File: config.mk
export PLATFORM = sky130hd
export DESIGN_NAME = morse_encoder
export DESIGN_NICKNAME = d
export VERILOG_FILES = /design/src/rtl/morse_pkg.sv /design/src/rtl/morse_code_rom.sv /design/src/rtl/morse_encoder.sv
export SDC_FILE = /design/constraint.sdc
export NUM_CORES = 1
export LEC_CHECK = 0
export CAP_MARGIN = 20
export CORE_UTILIZATION = 50
export DETAILED_ROUTE_END_ITERATION = 8
export PLACE_DENSITY = 0.77
export SETUP_SLACK_MARGIN = 0.02
export SLEW_MARGIN = 20
export SYNTH_ARGS = -nofsm -noshare
export SYNTH_HDL_FRONTEND = slang
export SYNTH_SLANG_ARGS = --single-unit
File: constraint.sdc
create_clock -name clk -period 3.2 [get_ports clk]
set_input_delay 0.48 -clock clk [delete_from_list [all_inputs] [get_ports clk]]
set_output_delay 0.48 -clock clk [all_outputs]
set_load 0.02 [all_outputs]
File: src/rtl/morse_pkg.sv
// Shared Morse timing, state encoding and code-table helpers
// used by the encoder and its character table.
package morse_pkg;

  localparam int LEN_W = 3;
  localparam int PAT_W = 6;

  localparam logic [2:0] DOT_UNITS      = 3'd1;
  localparam logic [2:0] DASH_UNITS     = 3'd3;
  localparam logic [2:0] ELEM_GAP_UNITS = 3'd1;
  localparam logic [2:0] CHAR_GAP_UNITS = 3'd3;
  localparam logic [2:0] WORD_GAP_UNITS = 3'd4;

  localparam logic [2:0] S_IDLE     = 3'd0;
  localparam logic [2:0] S_MARK     = 3'd1;
  localparam logic [2:0] S_ELEM_GAP = 3'd2;
  localparam logic [2:0] S_CHAR_GAP = 3'd3;
  localparam logic [2:0] S_WORD_GAP = 3'd4;

  typedef struct packed {
    logic             valid;
    logic             is_space;
    logic [LEN_W-1:0] len;
    logic [PAT_W-1:0] pattern;
  } morse_code_t;

  // pattern bit0 is the first element, 1 = dash
  function automatic morse_code_t sym(
    input logic [LEN_W-1:0] len,
    input logic [PAT_W-1:0] pattern
  );
    morse_code_t c;
    c.valid    = 1'b1;
    c.is_space = 1'b0;
    c.len      = len;
    c.pattern  = pattern;
    return c;
  endfunction

  function automatic logic [7:0] to_upper(
    input logic [7:0] c
  );
    if (c >= 8'h61 && c <= 8'h7A)
      return c - 8'h20;
    return c;
  endfunction

endpackage

File: src/rtl/morse_code_rom.sv
// Combinational ASCII to Morse lookup, case-insensitive.
// Shared by the encoder and the decoder's reverse lookup.
module morse_code_rom
  import morse_pkg::*;
(
  input  logic [7:0]       ascii,
  output logic             valid,
  output logic             is_space,
  output logic [LEN_W-1:0] len,
  output logic [PAT_W-1:0] pattern
);

  logic [7:0]  up;
  morse_code_t code;

  assign up = to_upper(ascii);

  always_comb begin
    code = '0;
    case (up)
      8'h41: code = sym(3'd2, 6'b000010);
      8'h42: code = sym(3'd4, 6'b000001);
      8'h43: code = sym(3'd4, 6'b000101);
      8'h44: code = sym(3'd3, 6'b000001);
      8'h45: code = sym(3'd1, 6'b000000);
      8'h46: code = sym(3'd4, 6'b000100);
      8'h47: code = sym(3'd3, 6'b000011);
      8'h48: code = sym(3'd4, 6'b000000);
      8'h49: code = sym(3'd2, 6'b000000);
      8'h4A: code = sym(3'd4, 6'b001110);
      8'h4B: code = sym(3'd3, 6'b000101);
      8'h4C: code = sym(3'd4, 6'b000010);
      8'h4D: code = sym(3'd2, 6'b000011);
      8'h4E: code = sym(3'd2, 6'b000001);
      8'h4F: code = sym(3'd3, 6'b000111);
      8'h50: code = sym(3'd4, 6'b000110);
      8'h51: code = sym(3'd4, 6'b001011);
      8'h52: code = sym(3'd3, 6'b000010);
      8'h53: code = sym(3'd3, 6'b000000);
      8'h54: code = sym(3'd1, 6'b000001);
      8'h55: code = sym(3'd3, 6'b000100);
      8'h56: code = sym(3'd4, 6'b001000);
      8'h57: code = sym(3'd3, 6'b000110);
      8'h58: code = sym(3'd4, 6'b001001);
      8'h59: code = sym(3'd4, 6'b001101);
      8'h5A: code = sym(3'd4, 6'b000011);
      8'h30: code = sym(3'd5, 6'b011111);
      8'h31: code = sym(3'd5, 6'b011110);
      8'h32: code = sym(3'd5, 6'b011100);
      8'h33: code = sym(3'd5, 6'b011000);
      8'h34: code = sym(3'd5, 6'b010000);
      8'h35: code = sym(3'd5, 6'b000000);
      8'h36: code = sym(3'd5, 6'b000001);
      8'h37: code = sym(3'd5, 6'b000011);
      8'h38: code = sym(3'd5, 6'b000111);
      8'h39: code = sym(3'd5, 6'b001111);
      8'h2E: code = sym(3'd6, 6'b101010);
      8'h2D: code = sym(3'd6, 6'b100001);
      8'h3F: code = sym(3'd6, 6'b001100);
      8'h20: begin
        code.valid    = 1'b1;
        code.is_space = 1'b1;
      end
      default: code = '0;
    endcase
  end

  assign valid    = code.valid;
  assign is_space = code.is_space;
  assign len      = code.len;
  assign pattern  = code.pattern;

endmodule

File: src/rtl/morse_encoder.sv
// Morse transmitter: valid/ready character input, table lookup,
// unit-timed keying output.
module morse_encoder
  import morse_pkg::*;
#(
  parameter int UNIT_CYCLES = 5_000_000
) (
  input  logic       clk,
  input  logic       reset,
  input  logic [7:0] ascii_char,
  input  logic       char_valid,
  output logic       char_ready,
  output logic       key_out,
  output logic       busy,
  output logic       unknown_char
);

  localparam int CNT_W = (UNIT_CYCLES > 1) ? $clog2(UNIT_CYCLES) : 1;
  localparam logic [CNT_W-1:0] LAST_TICK = CNT_W'(UNIT_CYCLES - 1);

  logic [2:0]       state, state_d;
  logic [CNT_W-1:0] presc;
  logic [2:0]       unit_cnt;
  logic [2:0]       idx, idx_d;
  logic [LEN_W-1:0] len_q, len_d;
  logic [PAT_W-1:0] pat_q, pat_d;
  logic             unk_d;

  logic             rom_valid;
  logic             rom_space;
  logic [LEN_W-1:0] rom_len;
  logic [PAT_W-1:0] rom_pat;

  logic       accept;
  logic       tick;
  logic       phase_done;
  logic       last_elem;
  logic       enter;
  logic [2:0] phase_units;

  morse_code_rom u_rom (
    .ascii    (ascii_char),
    .valid    (rom_valid),
    .is_space (rom_space),
    .len      (rom_len),
    .pattern  (rom_pat)
  );

  assign char_ready = (state == S_IDLE);
  assign busy       = (state != S_IDLE);
  assign accept     = char_valid && char_ready;
  assign tick       = (presc == LAST_TICK);
  assign last_elem  = (idx == len_q - 3'd1);

  always_comb begin
    phase_units = DOT_UNITS;
    case (state)
      S_MARK:
        phase_units = pat_q[idx] ? DASH_UNITS : DOT_UNITS;
      S_ELEM_GAP: phase_units = ELEM_GAP_UNITS;
      S_CHAR_GAP: phase_units = CHAR_GAP_UNITS;
      S_WORD_GAP: phase_units = WORD_GAP_UNITS;
      default:    phase_units = DOT_UNITS;
    endcase
  end

  assign phase_done = tick && (unit_cnt == phase_units - 3'd1);

  always_comb begin
    state_d = state;
    idx_d   = idx;
    len_d   = len_q;
    pat_d   = pat_q;
    unk_d   = 1'b0;
    case (state)
      S_IDLE: if (accept) begin
        len_d = rom_len;
        pat_d = rom_pat;
        idx_d = 3'd0;
        if (!rom_valid)     unk_d   = 1'b1;
        else if (rom_space) state_d = S_WORD_GAP;
        else                state_d = S_MARK;
      end
      S_MARK: if (phase_done)
        state_d = last_elem ? S_CHAR_GAP : S_ELEM_GAP;
      S_ELEM_GAP: if (phase_done) begin
        state_d = S_MARK;
        idx_d   = idx + 3'd1;
      end
      S_CHAR_GAP, S_WORD_GAP: if (phase_done)
        state_d = S_IDLE;
      default: state_d = S_IDLE;
    endcase
  end

  // every phase entry (and idle) restarts the unit timing from zero
  assign enter = (state_d != state) || (state == S_IDLE);

  always_ff @(posedge clk or posedge reset) begin
    if (reset) begin
      state        <= S_IDLE;
      presc        <= '0;
      unit_cnt     <= '0;
      idx          <= '0;
      len_q        <= '0;
      pat_q        <= '0;
      key_out      <= 1'b0;
      unknown_char <= 1'b0;
    end else begin
      state        <= state_d;
      idx          <= idx_d;
      len_q        <= len_d;
      pat_q        <= pat_d;
      key_out      <= (state_d == S_MARK);
      unknown_char <= unk_d;
      if (enter || tick) presc <= '0;
      else               presc <= presc + 1'b1;
      if (enter)     unit_cnt <= '0;
      else if (tick) unit_cnt <= unit_cnt + 3'd1;
    end
  end

endmodule

# Word level (Yosys, flattened, before mapping)
# Index checks and enable logic that the tools add are counted.
dict set report totals {
  register_bits 43
  latch_bits 0
  ramBits 0
  mem_bits_ro 0
  inputBits 11
  output_inout_bits 4
  wordCells 107
  mem_count 0
}
dict set report classes {
  n_addsub 6
  multipliers 0
  div 0
  n_lt_le_gt_ge 3
  eq_ne 51
  shift 0
  n_mux 26
  bitwise_logic 0
  reduce_logical 13
}
# cell count
set ops {}
lappend ops {{9-bit one-hot mux with 39 select lines} 1}
lappend ops {{8-bit by 7-bit equality test with 1-bit output (second input constant)} 26}
lappend ops {{8-bit by 6-bit equality test with 1-bit output (second input constant)} 14}
lappend ops {{39-bit OR reduction} 1}
lappend ops {{3-bit two-way mux} 10}
lappend ops {{23-bit by 1-bit adder with 23-bit output (second input constant)} 1}
lappend ops {{23-bit equality test (second input constant)} 1}
lappend ops {{23-bit two-way mux} 1}
lappend ops {{8-bit two-way mux} 2}
lappend ops {{3-bit one-hot mux with 4 select lines} 1}
lappend ops {{3-bit one-hot mux with 3 select lines} 1}
lappend ops {{8-bit by 7-bit greater-or-equal comparator with 1-bit output (second input constant)} 1}
lappend ops {{8-bit by 7-bit <= comparator with 1-bit output (second input constant)} 1}
lappend ops {{8-bit by 6-bit subtractor with 8-bit output (second input constant)} 1}
lappend ops {{3-bit by 1-bit adder with 3-bit output (second input constant)} 2}
lappend ops {{3-bit by 1-bit equality test with 1-bit output (second input constant)} 2}
lappend ops {{3-bit by 2-bit equality test with 1-bit output (second input constant)} 2}
lappend ops {{3-bit equality test} 2}
lappend ops {{1-bit two-way mux} 6}
lappend ops {{3-bit one-hot mux with 2 select lines} 1}
lappend ops {{3-bit by 1-bit subtractor with 3-bit output (second input constant)} 2}
lappend ops {{3-bit by 4-bit less-than comparator with 1-bit output (second input constant)} 1}
lappend ops {{2-bit one-hot mux with 2 select lines} 1}
lappend ops {{2-bit nonzero test} 2}
lappend ops {{other kinds (13)} 16}

# Depth between registers and ports, before layout
dict set report logic_depth {
  ltp_word 15
  mapped_depth 10
  depth_no_buf 10
}

# Modules after synthesis
# From an unflattened synthesis, not the netlist that was laid out.
dict set report hier_totals {
  hier_cells 348
  hier_area_um2 3057.9
}
# mod instances cells_per_inst area_each_um2 seq_area_each_um2
set by_module_without_submodules {}
lappend by_module_without_submodules {morse_encoder 1 221 2238.4 1076.0}
lappend by_module_without_submodules {morse_code_rom 1 127 819.5 0.0}

# Worst setup path before layout
# OpenSTA, ideal clock, no wires.
dict set report synth_timing {
  path_kind {flip-flop to flip-flop}
  startpoint {register idx[0]}
  endpoint {register key_out}
  setup_ps 137
  t_arrival_ps 2510
  t_required_ps 3063
  slack_ps 553
  path_stages_with_launch 10
  n_path_buf 0
  synth_period_minus_slack_ps 2647
  cell_sequence {dfrtp_1 -> mux4_2 -> o21a_1 -> o21ai_0 -> ha_1 -> xor2_1 -> nor4b_2 -> o211ai_1 -> a221oi_1 -> a31oi_1}
}
dict set report synth_via {
  elab_chain_cells 10
  word_cells_on_any_way 14
  classes_between {1 x add/sub; 3 x eq/ne; 9 x mux; 1 x reduce/logical}
}
# item line_no
set synth_rtl {}
lappend synth_rtl {{start, declared} morse_encoder.sv:24} ;# logic [2:0] idx, idx_d;
lappend synth_rtl {{start signal, assigned} morse_encoder.sv:111} ;# idx <= idx_d;
lappend synth_rtl {{1-bit binary-select mux with 3-bit select} morse_encoder.sv:59} ;# phase_units = pat_q[idx] ? DASH_UNITS : DOT_UNITS;
lappend synth_rtl {{1-bit two-way mux (not written as such)} morse_encoder.sv:59}
lappend synth_rtl {{2-bit two-way mux} morse_encoder.sv:59}
lappend synth_rtl {{3-bit one-hot mux with 3 select lines} morse_encoder.sv:57} ;# case (state)
lappend synth_rtl {{3-bit by 1-bit subtractor with 3-bit output} morse_encoder.sv:67} ;# assign phase_done = tick && (unit_cnt == phase_units - 3'd1);
lappend synth_rtl {{3-bit equality test} morse_encoder.sv:67}
lappend synth_rtl {{1-bit logical AND} morse_encoder.sv:67}
lappend synth_rtl {{3-bit two-way mux, on equally long branches} {morse_encoder.sv:90, morse_encoder.sv:84, morse_encoder.sv:86}}
lappend synth_rtl {{3-bit one-hot mux with 4 select lines (*)} morse_encoder.sv:75} ;# case (state)
lappend synth_rtl {{3-bit by 1-bit equality test with 1-bit output (*)} morse_encoder.sv:114} ;# key_out <= (state_d == S_MARK);
lappend synth_rtl {{end signal, assigned} morse_encoder.sv:114}
lappend synth_rtl {{end, declared} morse_encoder.sv:13} ;# output logic key_out,
# Every way passes the cells marked *; elsewhere a longest branch is shown, timed or not. The select of a mux whose other input is x is not followed.
# A chain may end at the register's enable or synchronous reset.

# Worst setup path in the final report
dict set report layout_timing {
  startpoint {register idx[0]}
  endpoint {register idx[0]}
}
dict set report layout_via {
  elab_chain_cells 9
  word_cells_on_any_way 12
  classes_between {2 x add/sub; 2 x eq/ne; 6 x mux; 2 x reduce/logical}
}
# item line_no
set layout_rtl {}
lappend layout_rtl {{1-bit binary-select mux with 3-bit select} morse_encoder.sv:59}
lappend layout_rtl {{1-bit two-way mux (not written as such)} morse_encoder.sv:59}
lappend layout_rtl {{2-bit two-way mux} morse_encoder.sv:59}
lappend layout_rtl {{3-bit one-hot mux with 3 select lines} morse_encoder.sv:57}
lappend layout_rtl {{3-bit by 1-bit subtractor with 3-bit output} morse_encoder.sv:67}
lappend layout_rtl {{3-bit equality test} morse_encoder.sv:67}
lappend layout_rtl {{1-bit logical AND} morse_encoder.sv:67}
lappend layout_rtl {{2-bit inequality test (no source line)} n/a}
lappend layout_rtl {{3-bit AND reduction (no source line)} n/a}
# Several ways; a longest one is shown, not always the timed one. The select of a mux whose other input is x is not followed.

==> out/results.txt <==
status = finished clean
hpwl dp = 4680 um
GR peak layer = met2
RSZ-0062 raised after global routing = false
remaining global-route overflow = 0
CP Launch Type = register
critical path depth = 9
WP buf/inv = 0
GRT met3 Usage = 0.0244
Total Routed Length = 6570 um
total core area = 5570 um^2
pin count of the biggest net entering global routing = 25
Core Rows = 27
final hold vios = 0
first-pass GRT wire length = 11200 um
kind of cell adding the most delay to the critical path = multiplexers
I/O pin cnt = 15
#FFs+latches synth = 43
ys flop type = dfrtp_1
Post-Layout Cell Count = 435
Final min period = 2.86 ns
DR DRC count = 0
Max stage delay cell, worst path = mux4_2
dpl ws = 0.277 ns
vias = 2580
reg-to-reg critical path startpoint = idx[0]
slowest stage delay, CP = 0.53 ns
CTS sink count = 43
Final Cycle Share = 0.893
CTS buffer count = 5
CP Data Required Time = 3.36 ns
worst-margin pin slew = 0.842 ns
Cell Pwr Density = 391 nW/um^2
leading area contributor after synthesis = dfrtp_1
area grow syn2layout = 11.5%
Worst Skew = 0.00885 ns
fmax = 350 MHz
FILL cells = 488
Synth top area share = 0.366
Die X = 78.7 um
CTS Buffer Depth = 2
worst hold path type = register to register
worst skew pair latency = 0.29 ns
R2R Setup Slk = 0.34 ns
gp weighted congestion = 0.949
Mapped Area = 2940 um^2
r2r worst-path depth = 9
initial antenna violation count = 0
Worst setup EP type = register
Syn Nets = 364
layout cells sized above 1 = 0.0964
Syn Area/Cell = 8.47 um^2
setup TNS = 0 ns
max-slew violations = 0
Detailed Route Iter0 Violations = 200
first-pass detailed-route iteration total = 4
CP Launch Point = idx[0]
Seq/Total Area, Yosys = 0.366
hold slack = 0.465 ns
M2 GR Usage = 0.372
worst vdd ir = 0.240 mV
Worst Path Arrival = 3.02 ns
H-Tree Depth = 2
CTS tree = done
Root Driver = clkbuf_8
CP Cell Sequence = mux4_2, o21a_1, o21ai_0, ha_1, xor2_1, nor4b_4, o211a_1, nand3_2, mux2i_1
post-cts gate resize count = 0
top cells by area, synth = dfrtp_1, xnor2_1, nor2_1
Synth async-reset ratio = 1.00
ANT cells = 0
post-synth cell types = 62
Critical R2R Capture = idx[0]
Synth Instances = 347
Warnings, synthesis = 0
port bufs = 14
Pleak = 1.38 nW
Post-CTS Hold Buffers = 0
Setup Buffers After CTS = 0
most instantiated library cell after synthesis = nor2_1
MaxCap Viol Count = 0
final worst slack = 0.344 ns
Die Span Y = 78.7 um
placed insts = 427
CP max FO = 6
vias in the first global route = 2401
final setup violation count = 0
max_slew headroom = 0.435
HP Start = presc[0]
Post-synth top cells = nor2_1, dfrtp_1, nand2_1
Setup crit end = idx[0]
WS Path Type = register to register
Nets = 379
EDFF count, synth = 0
Clock transition at path regs = 0.08 ns
M1 GR Usage = 0.313
Initial Util = 0.527
Routed WL per cell = 15.1 um
Total Routing Usage GR = 0.227
Vias/cell = 5.93
DIE AREA = 6190 um^2
post-route ant nets = 0
cell usage in the layout, fill, tap and decap left out, drive strengths merged, types with 5 or more instances in the layout:
cell type and instances:
a21oi 20, a31oi 5, and2 5, buf 9, clkbuf 6, clkdlybuf4s50 14, dfrtp 43, ha 6
inv 15, mux2i 6, nand2 31, nand3 16, nor2 46, nor2b 5, nor3 17, nor4 5
o21ai 19, xnor2 22, xor2 7
stage by stage:
step | utilization | power (mW) | cell area [um^2]
6_report | 0.588 | 1.28 | 3280
4_1_cts | 0.587 | 1.29 | 3270
3_3_place_gp | 0.569 | 0.919 | 3170
2_1_floorplan | - | 0.853 | 2940
3_5_place_dp | 0.569 | 0.929 | 3170
5_1_grt | 0.588 | 1.36 | 3280
cells by family (layout without fill, tap and decap cells):
group                    count (synthesis)  count (layout)  synth area share
XOR/XNOR                                29              29            0.0864
adder cells (fa/ha/maj)                  6               6            0.0255
AO/OA/AOI/OAI                           72              72             0.158
flip-flops                              43              43             0.366
AND/OR/NAND/NOR                        158             158             0.292
multiplexers                             7               7            0.0281
buffers and inverters                   32              48            0.0443
metal layers:
metal  vias to the layer above  part of all wire
met5                         -                 0
met4                         0            0.0084
met3                         6             0.031
met2                        65              0.49
met1                      1242              0.47
li1                       1267                 -
flip-flops by register name (all words and copies together), names as in the netlist:
| name | flops |
|---|---|
| idx | 3 |
| presc | 23 |
| unit_cnt | 3 |
| state | 3 |
| key_out | 1 |
| len_q | 3 |
| pat_q | 6 |
| unknown_char | 1 |
cell type report:
type / count / area (um^2) / area share
Inverter: 17 / 63.8 / 0.0195
Sequential cell: 43 / 1080 / 0.328
Tap cell: 72 / 90.1 / 0.0275
Multi-Input combinational cell: 272 / 1740 / 0.531
Timing Repair Buffer: 23 / 208 / 0.0633
Clock buffer: 6 / 82.6 / 0.0252
Clock inverter: 2 / 16.3 / 0.00496
where the power goes:
part	leakage, nW	internal [mW]	switching [mW]
registers	0.549	0.592	0.0477
clock network	0.0474	0.176	0.186
logic	0.784	0.121	0.161
worst reg2reg max path: stages, from the launching register on:
cell,delay [ns]
dfrtp_1,0.50
mux4_2,0.53
o21a_1,0.17
o21ai_0,0.15
ha_1,0.26
xor2_1,0.18
nor4b_4,0.38
o211a_1,0.26
nand3_2,0.15
mux2i_1,0.16
worst min-delay path by stage:
stage / slack (ns) / cells after the start / endpoint
floorplan: 0.42 / 1 / presc[0]
global placement: 0.44 / 1 / presc[0]
detailed placement: 0.45 / 1 / presc[0]
CTS: 0.47 / 1 / presc[0]
global route: 0.51 / 1 / presc[0]
finish: 0.47 / 1 / presc[0]
(Power assumes the default switching activity.)
